===== config.mk =====
export PLATFORM = sky130hd
export DESIGN_NAME = ysyx_22050078_ifu_flat
export DESIGN_NICKNAME = d
export VERILOG_FILES = /design/src/rtl/ysyx_22050078_ifu_pkg.sv /design/src/rtl/ysyx_22050078_ifu_if.sv /design/src/rtl/ysyx_22050078_ifu_timer.sv /design/src/rtl/ysyx_22050078_ifu.sv /design/src/flat_wrapper.sv
export SDC_FILE = /design/constraint.sdc
export NUM_CORES = 1
export LEC_CHECK = 0
export ABC_AREA = 1
export ABC_CLOCK_PERIOD_IN_PS = 2800
export BUFFER_PORTS_ARGS = -buffer_cell sky130_fd_sc_hd__buf_2
export CORE_MARGIN = 3
export CORE_UTILIZATION = 41
export DETAILED_ROUTE_END_ITERATION = 8
export GPL_TIMING_DRIVEN = 0
export HOLD_SLACK_MARGIN = 0.15
export PLACE_DENSITY_LB_ADDON = 0.2
export RECOVER_POWER = 50
export SYNTH_ARGS = -nofsm -noshare
export SYNTH_HDL_FRONTEND = slang
export SYNTH_HIERARCHICAL = 1
export SYNTH_SLANG_ARGS = --single-unit

===== constraint.sdc =====
create_clock -name clk -period 2.8 [get_ports clk]
set_input_delay 0.28 -clock clk [delete_from_list [all_inputs] [get_ports clk]]
set_output_delay 0.28 -clock clk [all_outputs]
set_load 0.05 [all_outputs]

===== src/rtl/ysyx_22050078_ifu_pkg.sv =====
// Shared widths, FSM state encoding and fault-cause codes for the instruction fetch unit.
package ysyx_22050078_ifu_pkg;

  localparam int CPU_WIDTH  = 64;
  localparam int INST_WIDTH = 32;

  typedef enum logic [1:0] {
    IFU_IDLE = 2'd0,
    IFU_REQ  = 2'd1,
    IFU_WAIT = 2'd2,
    IFU_HOLD = 2'd3
  } ifu_state_e;

  typedef enum logic [1:0] {
    IFU_FC_NONE     = 2'd0,
    IFU_FC_MISALIGN = 2'd1,
    IFU_FC_BUSERR   = 2'd2,
    IFU_FC_TIMEOUT  = 2'd3
  } ifu_fc_e;

  // Pick the 32-bit word of an aligned doubleword addressed by pc[2].
  function automatic logic [INST_WIDTH-1:0] ifu_sel_inst(input logic [CPU_WIDTH-1:0] data,
                                                         input logic            hi);
    return hi ? data[63:32] : data[31:0];
  endfunction

endpackage


===== src/rtl/ysyx_22050078_ifu_if.sv =====
// Handshake bundle around the fetch unit: PC in, memory read bus, instruction out to the IDU.
interface ysyx_22050078_ifu_if #(
  parameter int CPU_WIDTH  = ysyx_22050078_ifu_pkg::CPU_WIDTH,
  parameter int INST_WIDTH = ysyx_22050078_ifu_pkg::INST_WIDTH
);
  logic                  i_pc_valid;
  logic [CPU_WIDTH-1:0]  i_pc;
  logic                  o_pc_ready;
  logic                  i_flush;
  logic                  o_req_valid;
  logic [CPU_WIDTH-1:0]  o_req_addr;
  logic                  i_req_ready;
  logic                  i_rsp_valid;
  logic [CPU_WIDTH-1:0]  i_rsp_data;
  logic                  i_rsp_err;
  logic                  o_inst_valid;
  logic [INST_WIDTH-1:0] o_inst;
  logic [CPU_WIDTH-1:0]  o_inst_pc;
  logic                  o_fault;
  logic [1:0]            o_fault_cause;
  logic                  i_inst_ready;

  // master: the fetch unit itself; slave: PC unit, memory and IDU around it
  modport master (
    input  i_pc_valid, i_pc, i_flush, i_req_ready, i_rsp_valid, i_rsp_data, i_rsp_err, i_inst_ready,
    output o_pc_ready, o_req_valid, o_req_addr, o_inst_valid, o_inst, o_inst_pc, o_fault, o_fault_cause
  );

  modport slave (
    output i_pc_valid, i_pc, i_flush, i_req_ready, i_rsp_valid, i_rsp_data, i_rsp_err, i_inst_ready,
    input  o_pc_ready, o_req_valid, o_req_addr, o_inst_valid, o_inst, o_inst_pc, o_fault, o_fault_cause
  );
endinterface


===== src/rtl/ysyx_22050078_ifu_timer.sv =====
// Saturating wait counter; o_expired fires in the cycle whose increment would reach TIMEOUT.
module ysyx_22050078_ifu_timer #(
  parameter int TIMEOUT = 255,
  localparam int CW     = $clog2(TIMEOUT + 1)
) (
  input  logic clk,
  input  logic rst,
  input  logic i_clr,
  input  logic i_en,
  output logic o_expired
);

  logic [CW-1:0] cnt_q, cnt_d;

  always_comb begin
    cnt_d = cnt_q;
    if (i_clr)                             cnt_d = '0;
    else if (i_en && cnt_q != CW'(TIMEOUT)) cnt_d = cnt_q + CW'(1);
  end

  always_ff @(posedge clk or posedge rst) begin
    if (rst) cnt_q <= '0;
    else     cnt_q <= cnt_d;
  end

  assign o_expired = i_en && (cnt_q == CW'(TIMEOUT - 1));

endmodule


===== src/rtl/ysyx_22050078_ifu.sv =====
// Instruction fetch unit: one PC at a time, single-beat memory read, registered instruction to the IDU.
module ysyx_22050078_ifu #(
  parameter int CPU_WIDTH  = 64,
  parameter int INST_WIDTH = 32,
  parameter int TIMEOUT    = 255
) (
  input  logic                 clk,
  input  logic                 rst,
  ysyx_22050078_ifu_if.master  bus
);
  import ysyx_22050078_ifu_pkg::*;

  ifu_state_e            state_q, state_d;
  ifu_fc_e               cause_q, cause_d;
  logic [CPU_WIDTH-1:0]  pc_q, pc_d;
  logic [INST_WIDTH-1:0] inst_q, inst_d;
  logic                  drop_q, drop_d;
  logic                  expired;
  logic                  dropping;

  ysyx_22050078_ifu_timer #(.TIMEOUT(TIMEOUT)) u_timer (
    .clk       (clk),
    .rst       (rst),
    .i_clr     (state_d != state_q),
    .i_en      (state_q == IFU_REQ || state_q == IFU_WAIT),
    .o_expired (expired)
  );

  // A flush arriving in the same cycle as the terminating event still discards the fetch.
  assign dropping = drop_q || bus.i_flush;

  always_ff @(posedge clk or posedge rst) begin
    if (rst) begin
      state_q <= IFU_IDLE;
      cause_q <= IFU_FC_NONE;
      pc_q    <= '0;
      inst_q  <= '0;
      drop_q  <= 1'b0;
    end else begin
      state_q <= state_d;
      cause_q <= cause_d;
      pc_q    <= pc_d;
      inst_q  <= inst_d;
      drop_q  <= drop_d;
    end
  end

  always_comb begin
    state_d = state_q;
    cause_d = cause_q;
    pc_d    = pc_q;
    inst_d  = inst_q;
    drop_d  = drop_q;
    unique case (state_q)
      IFU_IDLE: begin
        if (bus.i_pc_valid && !bus.i_flush) begin
          pc_d   = bus.i_pc;
          inst_d = '0;
          if (bus.i_pc[1:0] != 2'b00) begin
            cause_d = IFU_FC_MISALIGN;
            state_d = IFU_HOLD;
          end else begin
            cause_d = IFU_FC_NONE;
            state_d = IFU_REQ;
          end
        end
      end
      IFU_REQ: begin
        if (bus.i_flush) drop_d = 1'b1;
        if (bus.i_req_ready) begin
          state_d = IFU_WAIT;
        end else if (expired) begin
          drop_d = 1'b0;
          if (dropping) state_d = IFU_IDLE;
          else begin
            state_d = IFU_HOLD;
            cause_d = IFU_FC_TIMEOUT;
            inst_d  = '0;
          end
        end
      end
      IFU_WAIT: begin
        if (bus.i_flush) drop_d = 1'b1;
        if (bus.i_rsp_valid || expired) begin
          drop_d = 1'b0;
          if (dropping) begin
            state_d = IFU_IDLE;
          end else if (bus.i_rsp_valid) begin
            state_d = IFU_HOLD;
            inst_d  = ifu_sel_inst(bus.i_rsp_data, pc_q[2]);
            cause_d = bus.i_rsp_err ? IFU_FC_BUSERR : IFU_FC_NONE;
          end else begin
            state_d = IFU_HOLD;
            cause_d = IFU_FC_TIMEOUT;
            inst_d  = '0;
          end
        end
      end
      IFU_HOLD: begin
        if (bus.i_flush || bus.i_inst_ready) state_d = IFU_IDLE;
      end
      default: state_d = IFU_IDLE;
    endcase
  end

  always_comb begin
    bus.o_pc_ready   = (state_q == IFU_IDLE) && !bus.i_flush;
    bus.o_req_valid  = (state_q == IFU_REQ);
    bus.o_inst_valid = (state_q == IFU_HOLD);
    bus.o_fault      = (state_q == IFU_HOLD) && (cause_q != IFU_FC_NONE);
  end

  assign bus.o_req_addr    = {pc_q[CPU_WIDTH-1:3], 3'b000};
  assign bus.o_inst        = inst_q;
  assign bus.o_inst_pc     = pc_q;
  assign bus.o_fault_cause = cause_q;

endmodule


===== src/flat_wrapper.sv =====
// flat-port wrapper written by rule: the top's interface ports become plain ports
module ysyx_22050078_ifu_flat import ysyx_22050078_ifu_pkg::*;
#(
  parameter int CPU_WIDTH  = 64,
  parameter int INST_WIDTH = 32,
  parameter int TIMEOUT    = 255
)
  (clk, rst, bus_i_pc_valid, bus_i_pc, bus_i_flush, bus_i_req_ready, bus_i_rsp_valid, bus_i_rsp_data, bus_i_rsp_err, bus_i_inst_ready, bus_o_pc_ready, bus_o_req_valid, bus_o_req_addr, bus_o_inst_valid, bus_o_inst, bus_o_inst_pc, bus_o_fault, bus_o_fault_cause);
  ysyx_22050078_ifu_if #(.CPU_WIDTH(CPU_WIDTH), .INST_WIDTH(INST_WIDTH)) bus_i ();
  input  logic clk;
  input  logic rst;
  input wire logic [$bits(bus_i.i_pc_valid)-1:0] bus_i_pc_valid;
  input wire logic [$bits(bus_i.i_pc)-1:0] bus_i_pc;
  input wire logic [$bits(bus_i.i_flush)-1:0] bus_i_flush;
  input wire logic [$bits(bus_i.i_req_ready)-1:0] bus_i_req_ready;
  input wire logic [$bits(bus_i.i_rsp_valid)-1:0] bus_i_rsp_valid;
  input wire logic [$bits(bus_i.i_rsp_data)-1:0] bus_i_rsp_data;
  input wire logic [$bits(bus_i.i_rsp_err)-1:0] bus_i_rsp_err;
  input wire logic [$bits(bus_i.i_inst_ready)-1:0] bus_i_inst_ready;
  output wire logic [$bits(bus_i.o_pc_ready)-1:0] bus_o_pc_ready;
  output wire logic [$bits(bus_i.o_req_valid)-1:0] bus_o_req_valid;
  output wire logic [$bits(bus_i.o_req_addr)-1:0] bus_o_req_addr;
  output wire logic [$bits(bus_i.o_inst_valid)-1:0] bus_o_inst_valid;
  output wire logic [$bits(bus_i.o_inst)-1:0] bus_o_inst;
  output wire logic [$bits(bus_i.o_inst_pc)-1:0] bus_o_inst_pc;
  output wire logic [$bits(bus_i.o_fault)-1:0] bus_o_fault;
  output wire logic [$bits(bus_i.o_fault_cause)-1:0] bus_o_fault_cause;
  assign bus_i.i_pc_valid = bus_i_pc_valid;
  assign bus_i.i_pc = bus_i_pc;
  assign bus_i.i_flush = bus_i_flush;
  assign bus_i.i_req_ready = bus_i_req_ready;
  assign bus_i.i_rsp_valid = bus_i_rsp_valid;
  assign bus_i.i_rsp_data = bus_i_rsp_data;
  assign bus_i.i_rsp_err = bus_i_rsp_err;
  assign bus_i.i_inst_ready = bus_i_inst_ready;
  assign bus_o_pc_ready = bus_i.o_pc_ready;
  assign bus_o_req_valid = bus_i.o_req_valid;
  assign bus_o_req_addr = bus_i.o_req_addr;
  assign bus_o_inst_valid = bus_i.o_inst_valid;
  assign bus_o_inst = bus_i.o_inst;
  assign bus_o_inst_pc = bus_i.o_inst_pc;
  assign bus_o_fault = bus_i.o_fault;
  assign bus_o_fault_cause = bus_i.o_fault_cause;
  ysyx_22050078_ifu #(.CPU_WIDTH(CPU_WIDTH), .INST_WIDTH(INST_WIDTH), .TIMEOUT(TIMEOUT)) u_core (.clk(clk), .rst(rst), .bus(bus_i));
endmodule

### Yosys cells after proc, flatten, opt, wreduce, memory -nomap -nowiden

Cells that the tools add are included.

* $add $sub $neg: 1
* eq/ne operators: 12
* mux-type cells: 34
* reductions and logical operators: 18

Operators by type and width (number)
* 2-to-1 mux 32 bit: 8
* case mux 32 bit (3 select lines): 1
* 2-to-1 mux 2 bit: 15
* 2-to-1 mux 8 bit: 2
* adder 8 x 1 -> 8 bit, second input constant: 1
* == test 8 bit, second input constant: 1
* inequality test 2 bit, second input constant: 4
* inequality test 8 bit, second input constant: 1
* case mux 2 bit (4 select lines): 1
* nonzero test 2 bit: 4
* AND reduction 7 bit: 1
* case mux 2 bit (3 select lines): 1
* logical AND 1 bit: 5
* 2-to-1 mux 1 bit: 5
* == test 2 bit, second input constant: 2
* logical OR 1 bit: 4
* inequality test 2 x 1 -> 1 bit, second input constant: 2
* nonzero test 3 bit: 1
* == test 2 x 1 -> 1 bit, second input constant: 1
* zero test 2 bit: 1
* inequality test 2 bit: 1
* case mux 1 bit (2 select lines): 1
* AND reduction 2 bit: 1
* zero test 1 bit: 1

* bits in registers: 109
* input port bits: 136

### Longest topological paths before layout

Gate-level depths: netlist of the first run.

* word-level depth: 8
* depth in mapped cells: 20
* mapped depth without buffers: 20

### By module

The synthesis of the first run kept the hierarchy.

Modules (own cells, without submodules)
* ysyx_22050078_ifu: instances 1, cells an instance 491, area an instance 5087.4 µm², sequential area each 2527.4 µm²
* ysyx_22050078_ifu_timer: instances 1, cells an instance 77, area an instance 531.8 µm², sequential area each 200.2 µm²

### Worst setup path before layout of the first run

No wires, ideal clock.

* kind: reg2reg
* from: reg u_core.state_q[0]
* to: reg u_core.pc_q[0] (netlist: u_core/bus.o_inst_pc[0])
* arrival time: 2364 ps
* data required time: 2675 ps
* setup slack: 311 ps
* stages on the path, launching flop included: 8
* clock period less this slack: 2489 ps
* path through: dfrtp_1 > inv_1 > ha_1 > inv_1 > nor2_1 > nand2_1 > buf_2 > mux2_2

* word-level cells in the longest chain between the ends: 2

RTL lines
* from (decl): line ysyx_22050078_ifu.sv:13 `ifu_state_e state_q, state_d;`
* from (signal assigned): line ysyx_22050078_ifu.sv:40 `state_q <= state_d;`
* zero test 2 bit: line ysyx_22050078_ifu.sv:54 `unique case (state_q)`
* AND reduction 2 bit (no source line)
* to (signal assigned): line ysyx_22050078_ifu.sv:42 `pc_q <= pc_d;`
* to (decl): line ysyx_22050078_ifu.sv:15 `logic [CPU_WIDTH-1:0] pc_q, pc_d;`

Every way passes these cells.
A chain may end at the register's enable or synchronous reset.

### Final worst setup path of the first run

* from: reg u_core.state_q[0]
* to: reg u_core.u_timer.cnt_q[3]

* word-level cells in the longest chain between the ends: 8
* elaborated cells on any way between the ends: 17
* those cells by class: eq/ne (4); mux (7); reduce/logical (6)

RTL lines
* == test 2 x 1 -> 1 bit or == test 2 bit (tied branches): line ysyx_22050078_ifu.sv:25 `.i_en (state_q == IFU_REQ || state_q == IFU_WAIT),`
* logical OR 1 bit *: line ysyx_22050078_ifu.sv:25
* logical AND 1 bit *: line ysyx_22050078_ifu_timer.sv:26 `assign o_expired = i_en && (cnt_q == CW'(TIMEOUT - 1));`
* named net u_core.expired: line ysyx_22050078_ifu.sv:18 `logic expired;`
* 2-to-1 mux 2 bit or logical OR 1 bit (tied branches): line ysyx_22050078_ifu.sv:72, ysyx_22050078_ifu.sv:84
* 2-to-1 mux 2 bit, on equally long branches: line ysyx_22050078_ifu.sv:70, ysyx_22050078_ifu.sv:84
* case mux 2 bit (4 select lines) *: line ysyx_22050078_ifu.sv:54
* named net u_core.state_d[1]: line ysyx_22050078_ifu.sv:13
* inequality test 2 bit *: line ysyx_22050078_ifu.sv:24 `.i_clr (state_d != state_q),`
* 2-to-1 mux 8 bit or nonzero test 2 bit (tied branches)
* to (signal assigned): line ysyx_22050078_ifu_timer.sv:23 `else cnt_q <= cnt_d;`
* to (decl): line ysyx_22050078_ifu_timer.sv:13 `logic [CW-1:0] cnt_q, cnt_d;`

The timed path passes the listed nets; every way through them passes the cells marked *.

==> results.ini, run 1 <==
[status]
status = finished, violations left
violations = max-capacitance violations

[synth]
netlist_area_mm2 = 0.00562
synth_area_leader_cell = dfrtp_1
synth_commonest_cells = dfrtp_1, nand2_1, buf_4, mux2_2, nor2_1
avgSynthCellArea_um2 = 9.89
synth_top_area_share = 0.485
ys_async_sr_fraction = 1.00
ys_warn_count = 6
post-synth-top-count-cell = dfrtp_1
ys_types = 31
synth.ff_latch_count = 109
synthFlopType = dfrtp_1
synth_edf_count = 0
seq_area_frac_synth = 0.485
syn_inst = 568
synth_top_cells_by_area = dfrtp_1, mux2_2, buf_4, mux2i_1, nand2_1

[worst_setup_path]
r2r_end = u_core/u_timer/cnt_q[3]
crit_path_frequent_cell = nand2_1
worst-path-max-fanout = 8
max_stage_delay_ns = 0.40
r2r_cells = 19
path_delay_family = simple AND/OR/NAND/NOR gates
criticalPathCategory = reg2reg
critical_path.endpoint_type = register
path_buf_inv = 3
r2r-start = u_core/state_q[0]
crit_chain = inv_2 -> ha_4 -> nand2_1 -> nor4_4 -> o21ai_0 -> nand2_1 -> nand2_1 -> nand2_1 -> nand2_1 -> nand2_1 -> nand2_1 -> nand2_1 -> nand2_1 -> nand2_1 -> inv_2 -> nand2_4 -> clkinv_2 -> nand2_1 -> nand2_1
reg2reg_slack_ns = 0.24
cp-start-kind = register
critPathRequiredTime_ns = 3.05
cp_slowest_cell = dfrtp_2
cp.arrival_ns = 2.81

[placement]
place.port_buffers = 298
dpl_cell_area_mm2 = 0.00738
hpwlAfterDp_um = 12800
place_congestion = 0.874

[sta]
fin_crit_sh = 0.915
tns_ns = 0
finClkSkew_ns = 0.00707
fin_hold_ws_ns = 0.161
tightest_slew_ns = 1.47
hold_viol = 0
finalSetupViolations = 0
finalCriticalPeriod_ns = 2.56
slew_viol_final = 0
slew_headroom = 0.0166
clock.fmax_ghz = 0.390

[global_routing]
track_usage = 0.214
grt_max_degree = 40
grt_pass1_wl_um = 25000
overflow = 0
antenna_found_initial = 0
grt_pass1_vias = 4938

[detailed_routing]
met3_length_um = 1140
wl_met2_um = 9010
dr.pass1.iters = 4
drc_errors = 0
wirelength_met1_um = 6420
num_vias = 4987
routed.top_layer = met4
ant_nets = 0
wirelength_um = 16800
via_per_inst = 4.46
drtIter0Drc = 224
routedWlPerCell_um = 15.0

[die]
fp.dieArea_mm2 = 0.0151
die_y_um = 123
start_util = 0.421
die_w_um = 123
io_pins = 302
core_region_area_mm2 = 0.0133
rows = 42

[layout]
n_antenna_cell = 0
drive_gt1_frac = 0.388
seqCellArea_mm2 = 0.00273
multi_input_area_mm2 = 0.00212
final.fill_count = 1243
area_growth_syn_to_layout_pct = 44.5
nNetsFinal = 1082
final_area_mm2 = 0.00812

[clock_network]
cts-root-buf = clkbuf_16
clkSinkCount = 109
clock_path_buffers = 2
clk_pin_slew_ns = 0.08
cts_tree = done
cts-htree-levels = 3
clkLatencyLatePin_ns = 0.35
cts_buffers = 9

[hold_path]
whs_path_depth = 2
hold_class = in2reg
min-delay-start = bus_i_pc[53]
hold_path_end = u_core/bus.o_inst_pc[53]

[run]
cap_viol_max_count = 1

[placed cells by master, fill, tap and decap left out, types with 6 or more instances in the layout]
| cell | n |
|---|---|
| buf_2 | 195 |
| clkbuf_1 | 119 |
| dfrtp_1 | 107 |
| nand2_1 | 82 |
| buf_4 | 68 |
| mux2_2 | 64 |
| nor2_1 | 55 |
| dlygate4sd3_1 | 54 |
| inv_1 | 52 |
| mux2i_1 | 32 |
| o21ai_0 | 22 |
| o21ai_1 | 20 |
| nand3_1 | 14 |
| clkbuf_16 | 9 |
| ha_1 | 6 |
[layer usage]
| metal | GRT usage | up-vias |
|---|---|---|
| li1 | - | 2505 |
| met1 | 0.236 | 2320 |
| met2 | 0.404 | 144 |
| met3 | 0.0631 | 18 |
| met4 | 0.0505 | 0 |
| met5 | 0 | - |
[registers in the layout (all words and copies together) (netlist names)]
signal,count
u_core/bus.o_fault_cause,2
u_core/bus.o_inst,32
u_core/bus.o_inst_pc,64
u_core/drop_q,1
u_core/state_q,2
u_core/u_timer/cnt_q,8
[cell families (layout without fill, tap and decap cells)]
logic type | count (synthesis) | in the layout | synth area share
XOR/XNOR | 2 | 2 | 0.00312
adder cells (fa/ha/maj) | 7 | 7 | 0.0156
other | 1 | 3 | 0.000667
AND/OR/NAND/NOR | 163 | 163 | 0.121
buffers and inverters | 142 | 515 | 0.145
flip-flops | 109 | 109 | 0.485
AO/OA/AOI/OAI | 48 | 48 | 0.0443
multiplexers | 96 | 96 | 0.185
[worst max path at each step]
| stage | startpoint | cells after the start | endpoint |
|---|---|---|---|
| after CTS | u_core/state_q[1] | 19 | u_core/u_timer/cnt_q[3] |
| after global routing | u_core/state_q[0] | 19 | u_core/u_timer/cnt_q[7] |
| final | u_core/state_q[0] | 19 | u_core/u_timer/cnt_q[3] |
| after floorplan | u_core/state_q[0] | 7 | u_core/bus.o_inst_pc[0] |
| after detailed placement | u_core/state_q[1] | 19 | u_core/u_timer/cnt_q[3] |
| after global placement | u_core/state_q[1] | 19 | u_core/u_timer/cnt_q[7] |
[timing repair]
| action | 4_1_cts | 5_1_grt |
|---|---|---|
| buffers inserted | 0 | 4 |
| setup endpoints to repair | 42 | 42 |
| resized for setup | 3 | 8 |
| pin swaps | 0 | 2 |
| hold buffers | 49 | 5 |
| hold endpoints to repair | 86 | 5 |
[per-stage QoR]
stage               cells  worst slack [ns]   util
floorplan             570             0.311      -
global placement     1044            -0.181  0.550
detailed placement   1046            -0.203  0.553
CTS                  1110            0.0322  0.612
global route         1119           -0.0248  0.608
finish               1119             0.239  0.608
[final cells by class]
cell class / instances / area share
inverters: 58 / 0.0271
multi-input cells: 319 / 0.261
well taps: 176 / 0.0271
repair buffers: 358 / 0.241
plain buffers: 84 / 0.0732
flip-flops and latches: 109 / 0.336
clock inverters: 6 / 0.00663
clock buffers: 9 / 0.0277
[worst reg2reg max path: cells and delay by family, from the launching register on]
family | cells | cell delay [ns]
flops | 1 | 0.40
compound gates | 1 | 0.19
fa+ha+maj | 1 | 0.30
simple gates | 14 | 1.29
buf+inv | 3 | 0.30
Power of run 1 is not shown: default switching activity piles up to over one toggle a cycle in this logic, so the estimate is an artifact.
==> run 2, diff against run 1 <==
--- a/config.mk
+++ b/config.mk
@@ -9,7 +9,7 @@
 export ABC_CLOCK_PERIOD_IN_PS = 2800
 export BUFFER_PORTS_ARGS = -buffer_cell sky130_fd_sc_hd__buf_2
 export CORE_MARGIN = 3
-export CORE_UTILIZATION = 41
+export CORE_UTILIZATION = 40
 export DETAILED_ROUTE_END_ITERATION = 8
 export GPL_TIMING_DRIVEN = 0
 export HOLD_SLACK_MARGIN = 0.15
==> constraint.sdc (replaced) <==
create_clock -name clk -period 2.8 [get_ports clk]
set_input_delay 0.14 -clock clk [delete_from_list [all_inputs] [get_ports clk]]
set_output_delay 0.14 -clock clk [all_outputs]
set_load 0.05 [all_outputs]
==> run 2 against run 1 <==
Compared with the run above: the flow finishes with violations (max-capacitance violations, max-slew violations); highest routed layer unchanged; maximum frequency fell by 1.8%; non-clock buffer count rose by 39; sequential share of layout area fell by 1.7 points; critical path depth did not move; global-route usage rose by 1.2 points; cell count rose by 3.6%; design area rose by 5.2%; largest cell class is now non-clock buffers.
==> results.ini, run 2 (synthesized netlist as in run 1, its figures left out) <==
[global_routing]
track_usage = 0.226
grt_max_degree = 68
grt_pass1_wl_um = 28400
antenna_found_initial = 0
grt_pass1_vias = 5546
overflow = 0

[hold_path]
hold_class = in2reg

[sta]
finalCriticalPeriod_ns = 2.61
slew_headroom = -0.143
hold_viol = 0
fin_crit_sh = 0.932
clock.fmax_ghz = 0.383
slew_viol_final = 35
finalSetupViolations = 0
finClkSkew_ns = 0.00532
tightest_slew_ns = 1.71

[placement]
hpwlAfterDp_um = 12800
place_congestion = 0.860
place.port_buffers = 298
numPlacedInstances = 1045

[detailed_routing]
routedWlPerCell_um = 15.3
wirelength_um = 17700
drtIter0Drc = 221
via_per_inst = 4.53
num_vias = 5247
ant_nets = 0
drc_errors = 0
dr.pass1.iters = 4

[die]
die_y_um = 125
io_pins = 302
die_w_um = 125
fp.dieArea_mm2 = 0.0155
core_region_area_mm2 = 0.0135
rows = 42
start_util = 0.416

[layout]
final_cells = 1159
n_antenna_cell = 0
final_cell_mix = buf_2, dfrtp_1, clkbuf_1
nNetsFinal = 1121
area_growth_syn_to_layout_pct = 52.0
final_common_cell = buf_2
drive_gt1_frac = 0.389
largest_reg_flops = 64

[clock_network]
cts-root-buf = clkbuf_16
cts_buffers = 9
clkSinkCount = 109
clock_path_buffers = 2
clk_pin_slew_ns = 0.07
cts-htree-levels = 3
clkLatencyLatePin_ns = 0.35
cts_tree = done

[worst_setup_path]
r2r-start = u_core/state_q[1]
r2r_cells = 19
criticalPathCategory = reg2reg
worst-path-max-fanout = 6
critPathRequiredTime_ns = 3.04
cp.arrival_ns = 2.85
cp-startpoint = u_core/state_q[1]
crit_end = u_core/u_timer/cnt_q[7]
r2r_end = u_core/u_timer/cnt_q[7]
critical_path.endpoint_type = register
cp-start-kind = register
reg2reg_slack_ns = 0.19

[status]
violations = max-capacitance violations, max-slew violations
status = finished, violations left

[run]
cap_viol_max_count = 1

## run 2: changes by cell type in the layout (fill, tap and decap cells not counted), sizes merged
cell	change
dlygate4sd3	+43
clkbuf	-22
buf	+18
clkinv	+1
## run 2: metal layers
metal / GRT usage / wire length (um) / vias to the layer above
li1: - / - / 2581
met1: 0.250 / 6690 / 2456
met2: 0.423 / 9630 / 182
met3: 0.0557 / 918 / 28
met4: 0.0735 / 436 / 0
met5: 0 / 0 / -
## run 2: final cells by class
class / instances / area, um2
clock buffer: 9 / 225
buffer: 84 / 593
inverter: 58 / 220
tap: 176 / 220
timing repair buffer: 397 / 2380
fill: 1176 / 4960
multi-input combinational: 319 / 2120
clock inverter: 7 / 55.1
sequential: 109 / 2730
## run 2: per-stage QoR
step           setup slack, ns  cell area (um2)  setup TNS [ns]  hold WS, ns  utilization
6_report                 0.191             8540               0        0.155        0.632
4_1_cts                 0.0386             8640               0        0.151        0.640
3_3_place_gp             -1.37             7340         -139.79        0.117        0.543
5_1_grt                -0.0259             8540         -0.0540        0.179        0.632
3_5_place_dp            -0.263             7370           -4.57        0.149        0.546
2_1_floorplan           0.0129             5630               0      -0.0443            -
## run 2: timing repair
action | in CTS | in global routing
setup endpoints to repair | 42 | 35
hold endpoints to repair | 126 | 0
resized for setup | 3 | 5
buffers inserted | 0 | 1
hold buffers | 97 | 0
pin swaps | 0 | 1
## run 2: worst min-delay path by stage
stage                             from                 endpoint  slack, ns  cells past startpoint
floorplan                          rst  u_core/u_timer/cnt_q[0]      -0.04                      1
global placement                   rst  u_core/u_timer/cnt_q[6]       0.12                      2
detailed placement                 rst  u_core/u_timer/cnt_q[6]       0.15                      2
CTS                 bus_i_rsp_data[36]     u_core/bus.o_inst[4]       0.15                      5
global route        bus_i_rsp_data[10]    u_core/bus.o_inst[10]       0.18                      5
finish              bus_i_rsp_data[25]    u_core/bus.o_inst[25]       0.16                      5
## run 2: critical path: stages (launching register included)
cell and delay [ns]:
dfrtp_2 0.41, inv_1 0.15, ha_4 0.33, nand2_1 0.10, nor4_4 0.21, nor2_1 0.14
nand2_1 0.13, nand2_1 0.06, nand2_1 0.07, nand4_1 0.10, inv_1 0.09, nand2_1 0.05
nand2_1 0.07, inv_1 0.04, nand2_2 0.12, inv_2 0.10, nand2_4 0.11, clkinv_2 0.09
nand2_1 0.07, nand2_1 0.05
Power of run 2 is left out for the same reason.
==> run 3, diff against run 2 <==
--- a/config.mk
+++ b/config.mk
@@ -6,7 +6,7 @@
 export NUM_CORES = 1
 export LEC_CHECK = 0
 export ABC_AREA = 1
-export ABC_CLOCK_PERIOD_IN_PS = 2800
+export ABC_CLOCK_PERIOD_IN_PS = 2400
 export BUFFER_PORTS_ARGS = -buffer_cell sky130_fd_sc_hd__buf_2
 export CORE_MARGIN = 3
 export CORE_UTILIZATION = 40
==> constraint.sdc (replaced) <==
create_clock -name clk -period 2.4 [get_ports clk]
set_input_delay 0.12 -clock clk [delete_from_list [all_inputs] [get_ports clk]]
set_output_delay 0.12 -clock clk [all_outputs]
set_load 0.05 [all_outputs]
==> run 3 against run 2 <==
Compared with the run above: design area is 3.3% higher; worst setup slack got worse by 0.027 ns; die area unchanged; critical path type unchanged; the run still ends with max-capacitance violations, max-slew violations left; register-to-register slack worse by 0.03 ns; largest cell class unchanged.
==> results.ini, run 3 (synthesized netlist as in run 1, its figures left out) <==
[status]
status = finished, violations left
violations = max-capacitance violations, max-slew violations

[worst_setup_path]
max_stage_delay_ns = 0.38
crit_chain = inv_2 -> ha_4 -> nand2_4 -> nor4_4 -> nor2_2 -> nand2_2 -> nand3_2 -> nand2_1 -> nand2_1 -> nand2_1 -> nand2_1 -> nand2_1 -> nand2_1 -> nand2_2 -> clkinv_4 -> nand2_8 -> inv_8 -> nand2_2 -> nand2_1
critPathRequiredTime_ns = 2.65
path_buf_inv = 3
criticalPathCategory = reg2reg
cp.arrival_ns = 2.48
crit_path_frequent_cell = nand2_1
cp-start-kind = register
critical_path.endpoint_type = register
cp.depth = 19
r2r_cells = 19
cp_slowest_cell = dfrtp_2
path_delay_family = simple AND/OR/NAND/NOR gates
worst-path-max-fanout = 6

[sta]
tns_ns = 0
rsz0062_at_grt = yes
setup_ws_ns = 0.164
finClkSkew_ns = 0.00661
tightest_slew_ns = 1.72
fin_hold_ws_ns = 0.151
finalCriticalPeriod_ns = 2.24
finalSetupViolations = 0
fin_crit_sh = 0.932
slew_viol_final = 36
slew_headroom = -0.154
hold_viol = 0
clock.fmax_ghz = 0.447

[detailed_routing]
wirelength_um = 18000
wl_met2_um = 9510
dr.pass1.iters = 4
ant_nets = 0
routed.top_layer = met4
drtIter0Drc = 239
routedWlPerCell_um = 15.2
num_vias = 5432
met3_length_um = 1180
drc_errors = 0
wirelength_met1_um = 6740
via_per_inst = 4.58

[clock_network]
clkLatencyLatePin_ns = 0.36
cts_buffers = 9
clkSinkCount = 109
cts_tree = done
cts-root-buf = clkbuf_16
cts-htree-levels = 3
clk_pin_slew_ns = 0.07
clock_path_buffers = 2

[placement]
pre_cts_slack_ns = -0.398
place_congestion = 0.829
dpl_cell_area_mm2 = 0.00739
place.port_buffers = 298
hpwlAfterDp_um = 12800

[layout]
final_common_cell = buf_2
drive_gt1_frac = 0.353
final_cell_mix = buf_2, clkbuf_1, dlygate4sd3_1
n_antenna_cell = 0
nNetsFinal = 1147
area_growth_syn_to_layout_pct = 57.0
final_area_mm2 = 0.00882
largest_reg_flops = 64

[global_routing]
grt_max_degree = 41
track_usage = 0.229
overflow = 0
grt_pass1_wl_um = 28600
antenna_found_initial = 0
grt_pass1_vias = 5570

[die]
io_pins = 302
start_util = 0.416
die_w_um = 125
core_region_area_mm2 = 0.0135
die_y_um = 125
fp.dieArea_mm2 = 0.0155
rows = 42

[hold_path]
hold_class = in2reg
whs_path_depth = 5

[run]
cap_viol_max_count = 1

==> run 3: timing repair <==
| action | CTS | global route |
|---|---|---|
| endpoints found under the setup margin | 42 | 42 |
| setup buffers | 3 | 5 |
| gates resized for setup | 10 | 22 |
| hold buffers | 115 | 0 |
| hold endpoints to repair | 134 | 0 |
| pin swaps | 2 | 14 |
==> run 3: worst reg2reg max path: cells and delay by family, from the launching register on <==
| kind | cells | cell delay, ns |
|---|---|---|
| adders and majority gates | 1 | 0.29 |
| buffers and inverters | 3 | 0.23 |
| DFF | 1 | 0.38 |
| and+or+nand+nor | 15 | 1.22 |
==> run 3: routing by layer <==
layer,track usage,vias up
met5,0,-
met4,0.0909,0
met3,0.0648,35
met2,0.413,202
met1,0.252,2560
li1,-,2635
==> run 3: stage by stage <==
step,util,std cells
after floorplan,-,570
after global placement,0.544,1044
after detailed placement,0.547,1046
after CTS,0.659,1180
after global routing,0.653,1185
final,0.653,1185
==> run 3: worst paths after layout <==
path	startpoint	to	slack (ns)
worst max-delay path	u_core/state_q[1]	u_core/u_timer/cnt_q[2]	0.16
worst min-delay path	bus_i_rsp_data[31]	u_core/bus.o_inst[31]	0.15
worst max register to register	u_core/state_q[1]	u_core/u_timer/cnt_q[2]	0.16
worst min register to register	u_core/bus.o_inst_pc[0]	u_core/bus.o_inst_pc[0]	0.51
max in group asynchronous	rst	u_core/bus.o_inst_pc[38]	0.60
min in group asynchronous	rst	u_core/u_timer/cnt_q[4]	0.27
==> run 3: area by class of cell <==
class                      count  area (um2)
clock inverter                 7        83.8
timing repair buffer         423        2560
tap                          176         220
fill                        1170        4690
clock buffer                   9         225
inverter                      58         234
multi-input combinational    319        2170
buffer                        84         594
sequential                   109        2730
Power of run 3 is left out for the same reason.
